### config.mk
export PLATFORM = sky130hd
export DESIGN_NAME = seg7_digit_capture_flat
export DESIGN_NICKNAME = d
export VERILOG_FILES = /design/src/rtl/seg7_digit_capture_if.sv /design/src/rtl/seg7_digit_capture.sv /design/src/flat_wrapper.sv
export SDC_FILE = /design/constraint.sdc
export NUM_CORES = 1
export LEC_CHECK = 0
export ABC_CLOCK_PERIOD_IN_PS = 3600
export BUFFER_PORTS_ARGS = -buffer_cell sky130_fd_sc_hd__buf_2
export CORE_MARGIN = 2
export CORE_UTILIZATION = 25
export DETAILED_ROUTE_END_ITERATION = 6
export PLACE_DENSITY = 0.5
export SYNTH_ARGS = -nofsm -noshare
export SYNTH_HDL_FRONTEND = slang
export SYNTH_SLANG_ARGS = --single-unit
### constraint.sdc
create_clock -name Clock -period 3.6 [get_ports Clock]
set_clock_uncertainty 0.2 [all_clocks]
set_input_delay 0.18 -clock Clock [delete_from_list [all_inputs] [get_ports Clock]]
set_output_delay 0.18 -clock Clock [all_outputs]
set_load 0.01 [all_outputs]
### src/rtl/seg7_digit_capture_if.sv
// Bus between a multiplexed two-digit 7-segment source and the capture block.
// The source (master) drives the segment bus and digit select; the capture block (slave) returns the published digits and pulses.
interface seg7_digit_capture_if;
   logic [6:0] Segments;
   logic       Digit_Sel;
   logic [3:0] Sec1;
   logic [3:0] Sec0;
   logic       Value_Valid;
   logic       Value_Changed;
   logic       Code_Error;

   modport master (
      output Segments, Digit_Sel,
      input  Sec1, Sec0, Value_Valid, Value_Changed, Code_Error
   );

   modport slave (
      input  Segments, Digit_Sel,
      output Sec1, Sec0, Value_Valid, Value_Changed, Code_Error
   );
endinterface

### src/rtl/seg7_digit_capture.sv
// Debounces a multiplexed 7-segment bus, decodes each digit to BCD and
// publishes a {tens, ones} seconds pair once both digits are freshly captured.
module seg7_digit_capture #(
   parameter int STABLE_CYCLES = 4
) (
   input logic                  Clock,
   input logic                  Reset,
   seg7_digit_capture_if.slave  bus
);

   localparam int              CNT_W   = $clog2(STABLE_CYCLES + 1);
   localparam logic [CNT_W-1:0] CNT_MAX = CNT_W'(STABLE_CYCLES);
   localparam logic [CNT_W-1:0] CNT_ONE = CNT_W'(1);

   logic [7:0]       sample_q, sample_d;
   logic             first_q, first_d;
   logic [CNT_W-1:0] cnt_q, cnt_d;
   logic             accepted_q, accepted_d;
   logic [3:0]       shadow1_q, shadow1_d;
   logic [3:0]       shadow0_q, shadow0_d;
   logic             fresh1_q, fresh1_d;
   logic             fresh0_q, fresh0_d;
   logic [3:0]       sec1_q, sec1_d;
   logic [3:0]       sec0_q, sec0_d;
   logic             valid_q, valid_d;
   logic             changed_q, changed_d;
   logic             error_q, error_d;

   logic [7:0]       sample_cur;
   logic             sample_change;
   logic             accept;
   logic             legal;
   logic [3:0]       bcd;

   assign sample_cur = {bus.Digit_Sel, bus.Segments};

   always_comb begin
      legal = 1'b1;
      bcd   = 4'd0;
      case (sample_cur[6:0])
         7'b0111111: bcd = 4'd0;
         7'b0000110: bcd = 4'd1;
         7'b1011011: bcd = 4'd2;
         7'b1001111: bcd = 4'd3;
         7'b1100110: bcd = 4'd4;
         7'b1101101: bcd = 4'd5;
         7'b1111100,
         7'b1111101: bcd = 4'd6;
         7'b0000111: bcd = 4'd7;
         7'b1111111: bcd = 4'd8;
         7'b1100111,
         7'b1101111: bcd = 4'd9;
         default:    legal = 1'b0;
      endcase
   end

   always_comb begin
      sample_d   = sample_cur;
      first_d    = 1'b0;
      cnt_d      = cnt_q;
      accepted_d = accepted_q;
      shadow1_d  = shadow1_q;
      shadow0_d  = shadow0_q;
      fresh1_d   = fresh1_q;
      fresh0_d   = fresh0_q;
      sec1_d     = sec1_q;
      sec0_d     = sec0_q;
      valid_d    = 1'b0;
      changed_d  = 1'b0;
      error_d    = 1'b0;

      // The first sample after reset always opens a new episode, even if it is all zero.
      sample_change = first_q || (sample_cur != sample_q);

      if (sample_change) begin
         cnt_d      = CNT_ONE;
         accepted_d = 1'b0;
      end else if (cnt_q < CNT_MAX) begin
         cnt_d = cnt_q + CNT_ONE;
      end

      accept = !sample_change && !accepted_q && (cnt_d == CNT_MAX);

      if (accept) begin
         accepted_d = 1'b1;
         if (legal) begin
            if (sample_cur[7]) begin
               shadow1_d = bcd;
               fresh1_d  = 1'b1;
            end else begin
               shadow0_d = bcd;
               fresh0_d  = 1'b1;
            end
         end else begin
            error_d = 1'b1;
            if (sample_cur[7]) fresh1_d = 1'b0;
            else               fresh0_d = 1'b0;
         end
      end

      if (accept && legal && fresh1_d && fresh0_d) begin
         sec1_d    = shadow1_d;
         sec0_d    = shadow0_d;
         valid_d   = 1'b1;
         changed_d = ({shadow1_d, shadow0_d} != {sec1_q, sec0_q});
         fresh1_d  = 1'b0;
         fresh0_d  = 1'b0;
      end
   end

   always_ff @(posedge Clock) begin
      if (Reset) begin
         sample_q   <= '0;
         first_q    <= 1'b1;
         cnt_q      <= '0;
         accepted_q <= 1'b0;
         shadow1_q  <= '0;
         shadow0_q  <= '0;
         fresh1_q   <= 1'b0;
         fresh0_q   <= 1'b0;
         sec1_q     <= '0;
         sec0_q     <= '0;
         valid_q    <= 1'b0;
         changed_q  <= 1'b0;
         error_q    <= 1'b0;
      end else begin
         sample_q   <= sample_d;
         first_q    <= first_d;
         cnt_q      <= cnt_d;
         accepted_q <= accepted_d;
         shadow1_q  <= shadow1_d;
         shadow0_q  <= shadow0_d;
         fresh1_q   <= fresh1_d;
         fresh0_q   <= fresh0_d;
         sec1_q     <= sec1_d;
         sec0_q     <= sec0_d;
         valid_q    <= valid_d;
         changed_q  <= changed_d;
         error_q    <= error_d;
      end
   end

   assign bus.Sec1          = sec1_q;
   assign bus.Sec0          = sec0_q;
   assign bus.Value_Valid   = valid_q;
   assign bus.Value_Changed = changed_q;
   assign bus.Code_Error    = error_q;

endmodule

### src/flat_wrapper.sv
// flat-port wrapper written by rule: the top's interface ports become plain ports
module seg7_digit_capture_flat 
#(
   parameter int STABLE_CYCLES = 4
)
  (Clock, Reset, bus_Segments, bus_Digit_Sel, bus_Sec1, bus_Sec0, bus_Value_Valid, bus_Value_Changed, bus_Code_Error);
  seg7_digit_capture_if bus_i ();
  input logic Clock;
  input logic Reset;
  input wire logic [$bits(bus_i.Segments)-1:0] bus_Segments;
  input wire logic [$bits(bus_i.Digit_Sel)-1:0] bus_Digit_Sel;
  output wire logic [$bits(bus_i.Sec1)-1:0] bus_Sec1;
  output wire logic [$bits(bus_i.Sec0)-1:0] bus_Sec0;
  output wire logic [$bits(bus_i.Value_Valid)-1:0] bus_Value_Valid;
  output wire logic [$bits(bus_i.Value_Changed)-1:0] bus_Value_Changed;
  output wire logic [$bits(bus_i.Code_Error)-1:0] bus_Code_Error;
  assign bus_i.Segments = bus_Segments;
  assign bus_i.Digit_Sel = bus_Digit_Sel;
  assign bus_Sec1 = bus_i.Sec1;
  assign bus_Sec0 = bus_i.Sec0;
  assign bus_Value_Valid = bus_i.Value_Valid;
  assign bus_Value_Changed = bus_i.Value_Changed;
  assign bus_Code_Error = bus_i.Code_Error;
  seg7_digit_capture #(.STABLE_CYCLES(STABLE_CYCLES)) u_core (.Clock(Clock), .Reset(Reset), .bus(bus_i));
endmodule
==> reports/metrics.yaml <==
sta:
  slew_violations: 0
  holdWs_ps: 14.7
  setup_tns_ps: 0
  hold_viol: 0
  setup_violations: 0
  fmax_mhz: 325
  worst_pin_slew_ps: 1090
  slew_headroom: 0.261
  fin_crit_ps: 3070
  fin_crit_sh: 0.854
  rsz0062_at_grt: "no"
drt:
  dr_wl_met2_um: 1820
  wl_met3_um: 181
  viasPerCell: 4.57
  ant_nets: 0
  wire_per_inst_um: 12.6
  drtPass1Iterations: 4
  vias: 1427
  m1WireLength_um: 1830
  highest_layer: "met4"
  drt_iter0_markers: 101
  drc: 0
  wl_um: 3930
synthesis:
  synth_edf_count: 0
  avgSynthCellArea_um2: 8.82
  syn_area_mm2: 0.00176
  ys_seq_area_frac: 0.388
  ys.flop_type: "dfxtp_1"
  ys_ff_latch: 34
  synth_fp_nets: 210
  synth_cell_types: 52
  syn_inst: 199
  yosys_warnings: 0
  synthArstFlopShare: 0
floorplan:
  core_area_mm2: 0.00679
  initial_utilization: 0.258
  fp.dieW_um: 87.8
  rows: 30
  die_area_mm2: 0.00771
  io_pins: 21
  die_h_um: 87.8
status:
  status: "complete, no violations"
setup_path:
  critical_path_peak_fanout: 6
  cp-start-kind: "flip-flop"
  critPathTopFamily: "simple AND/OR/NAND/NOR gates"
  path_class: "reg -> reg"
  reg2reg_from: "u_core.cnt_q[0]"
  worstPathCellList: "ha_1, nor4bb_1, o21bai_1, or4_1, a21oi_2, a31oi_1, nor3_2, nand3_1, o31a_1"
  r2r_slack_ps: 530
  path_depth: 9
  rr_endpoint: "u_core.bus.Value_Changed"
  crit_slowest_cell: "or4_1"
  ff2ff_path_depth: 9
  crit_buf_inv: 0
  required_ps: 3580
  crit_arrival_ps: 3060
  critical_path.endpoint_type: "flip-flop"
  cpPeakStageDelay_ps: 620
clocking:
  cts.sink_count: 34
  ctsHoldBuffers: 0
  cts_resized: 0
  tritoncts: "built"
  cts_root_buffer: "clkbuf_8"
  cts-htree-levels: 2
  cts_setup_buffers: 0
  cts.clk_slew.worst_paths_ps: 70
  cts_made_buffers: 5
  clock_path_buffers: 2
  clkLatencyLatePin_ps: 290
hold_path:
  hold_end: "u_core.sample_q[2]"
  hp-class: "in -> reg"
  min_path_cells: 2
  min-delay-start: "bus_Segments[2]"
place:
  hpwlAfterDp_um: 2890
  gp_congestion: 0.794
  io_buffers: 20
global_routing:
  grt_pass1_wl_um: 6780
  grt_max_degree: 32
  grt_usage: 0.113
  grt_overflow: 0
  antenna_found_initial: 0
  first_global_vias: 1376
pwr:
  p_total_w: 0.000880
  p_leak_nw: 0.772
  ir_drop_uv: 185
  power_density_mw_per_mm2: 425
finish:
  nNetsFinal: 226
  drive_gt1_frac: 0.171
  syn2layout_area_growth_pct: 17.9
  diodes: 0
job:
  max-cap-violations: 0
per-stage QoR:
stage | cell area (um^2) | std cells | util | setup WS (ps)
6_report | 2070 | 312 | 0.305 | 526
5_1_grt | 2070 | 312 | 0.305 | 333
4_1_cts | 2070 | 312 | 0.305 | 548
3_5_place_dp | 1930 | 304 | 0.284 | 560
3_3_place_gp | 1930 | 304 | 0.284 | 580
2_1_floorplan | 1760 | 199 | - | 756
synthesized netlist by cell type (2+ instances only):
master	n	area, um^2
nor4_2	2	25.0
nand3_1	9	45.0
xnor2_1	9	78.8
nor3_1	7	35.0
nor2_1	24	90.1
dfxtp_1	34	681
nand2_1	12	45.0
o21a_1	3	22.5
buf_2	3	15.0
inv_1	4	15.0
or4_1	2	15.0
a21oi_1	6	30.0
mux2i_1	6	60.1
a221o_1	2	20.0
a211oi_1	6	45.0
clkbuf_1	8	30.0
nor3b_1	2	15.0
o32ai_1	2	17.5
or3_1	2	12.5
nor2b_1	12	75.1
nor4bb_1	3	30.0
xor2_1	7	61.3
and3_1	3	18.8
nand2b_1	3	18.8
metal layers:
layer | track usage | up-vias
met5 | 0 | -
met4 | 0.0545 | 0
met3 | 0.0311 | 8
met2 | 0.180 | 29
met1 | 0.141 | 650
li1 | - | 740
power breakdown:
| group | leakage [nW] | switching (W) | internal (W) | total (W) |
|---|---|---|---|---|
| registers | 0.277 | 0.00000273 | 0.000382 | 0.000385 |
| clock network | 0.0714 | 0.000143 | 0.000295 | 0.000438 |
| logic | 0.424 | 0.0000351 | 0.0000216 | 0.0000567 |
cells in the final DEF, fill, tap and decap left out, types with 2 or more instances in the layout:
cell       instances
nand3_1            9
mux2i_1            6
nor3b_1            2
nand2_1           12
or4_1              2
nor3_1             7
or3_1              2
a211oi_1           6
a221o_1            2
xnor2_1            9
inv_1              4
o32ai_1            2
clkbuf_8           6
nor2_1            24
nor4bb_1           3
and3_1             3
bufinv_16          2
xor2_1             7
nor2b_1           12
nor4_2             2
o21a_1             3
nand2b_1           3
dfxtp_1           34
a21oi_1            6
buf_2             20
final cells by class:
cell class              count  area [um^2]
well taps                  96          120
fillers                   720         4720
repair buffers             21          108
flip-flops and latches     34          681
clock inverters             2         60.1
inverters                   4         15.0
multi-input cells         149         1000
clock buffers               6         82.6
worst max-delay path by stage:
stage / startpoint / end / slack [ps]
2_1_floorplan: u_core.cnt_q[0] / u_core.bus.Value_Changed / 760
3_3_place_gp: u_core.cnt_q[0] / u_core.bus.Value_Changed / 580
3_5_place_dp: u_core.cnt_q[0] / u_core.bus.Value_Changed / 560
4_1_cts: u_core.cnt_q[0] / u_core.bus.Value_Changed / 550
5_1_grt: u_core.cnt_q[0] / u_core.bus.Value_Changed / 330
6_report: u_core.cnt_q[0] / u_core.bus.Value_Changed / 530
flip-flops by register name, indices dropped and copies added (netlist names):
| signal | count |
|---|---|
| u_core.accepted_q | 1 |
| u_core.bus.Code_Error | 1 |
| u_core.bus.Sec0 | 4 |
| u_core.bus.Sec1 | 4 |
| u_core.bus.Value_Changed | 1 |
| u_core.bus.Value_Valid | 1 |
| u_core.cnt_q | 3 |
| u_core.first_q | 1 |
| u_core.fresh0_q | 1 |
| u_core.fresh1_q | 1 |
| u_core.sample_q | 8 |
| u_core.shadow0_q | 4 |
| u_core.shadow1_q | 4 |
cells by family after synthesis:
logic type | synth area share
and+or+nand+nor | 0.289
DFF | 0.388
AOI/OAI and AO/OA | 0.150
xor gates and xnor gates | 0.0798
buffers and inverters | 0.0406
muxes | 0.0406
adders and majority gates | 0.0128
Note: power is estimated with default switching activity, not from simulation.
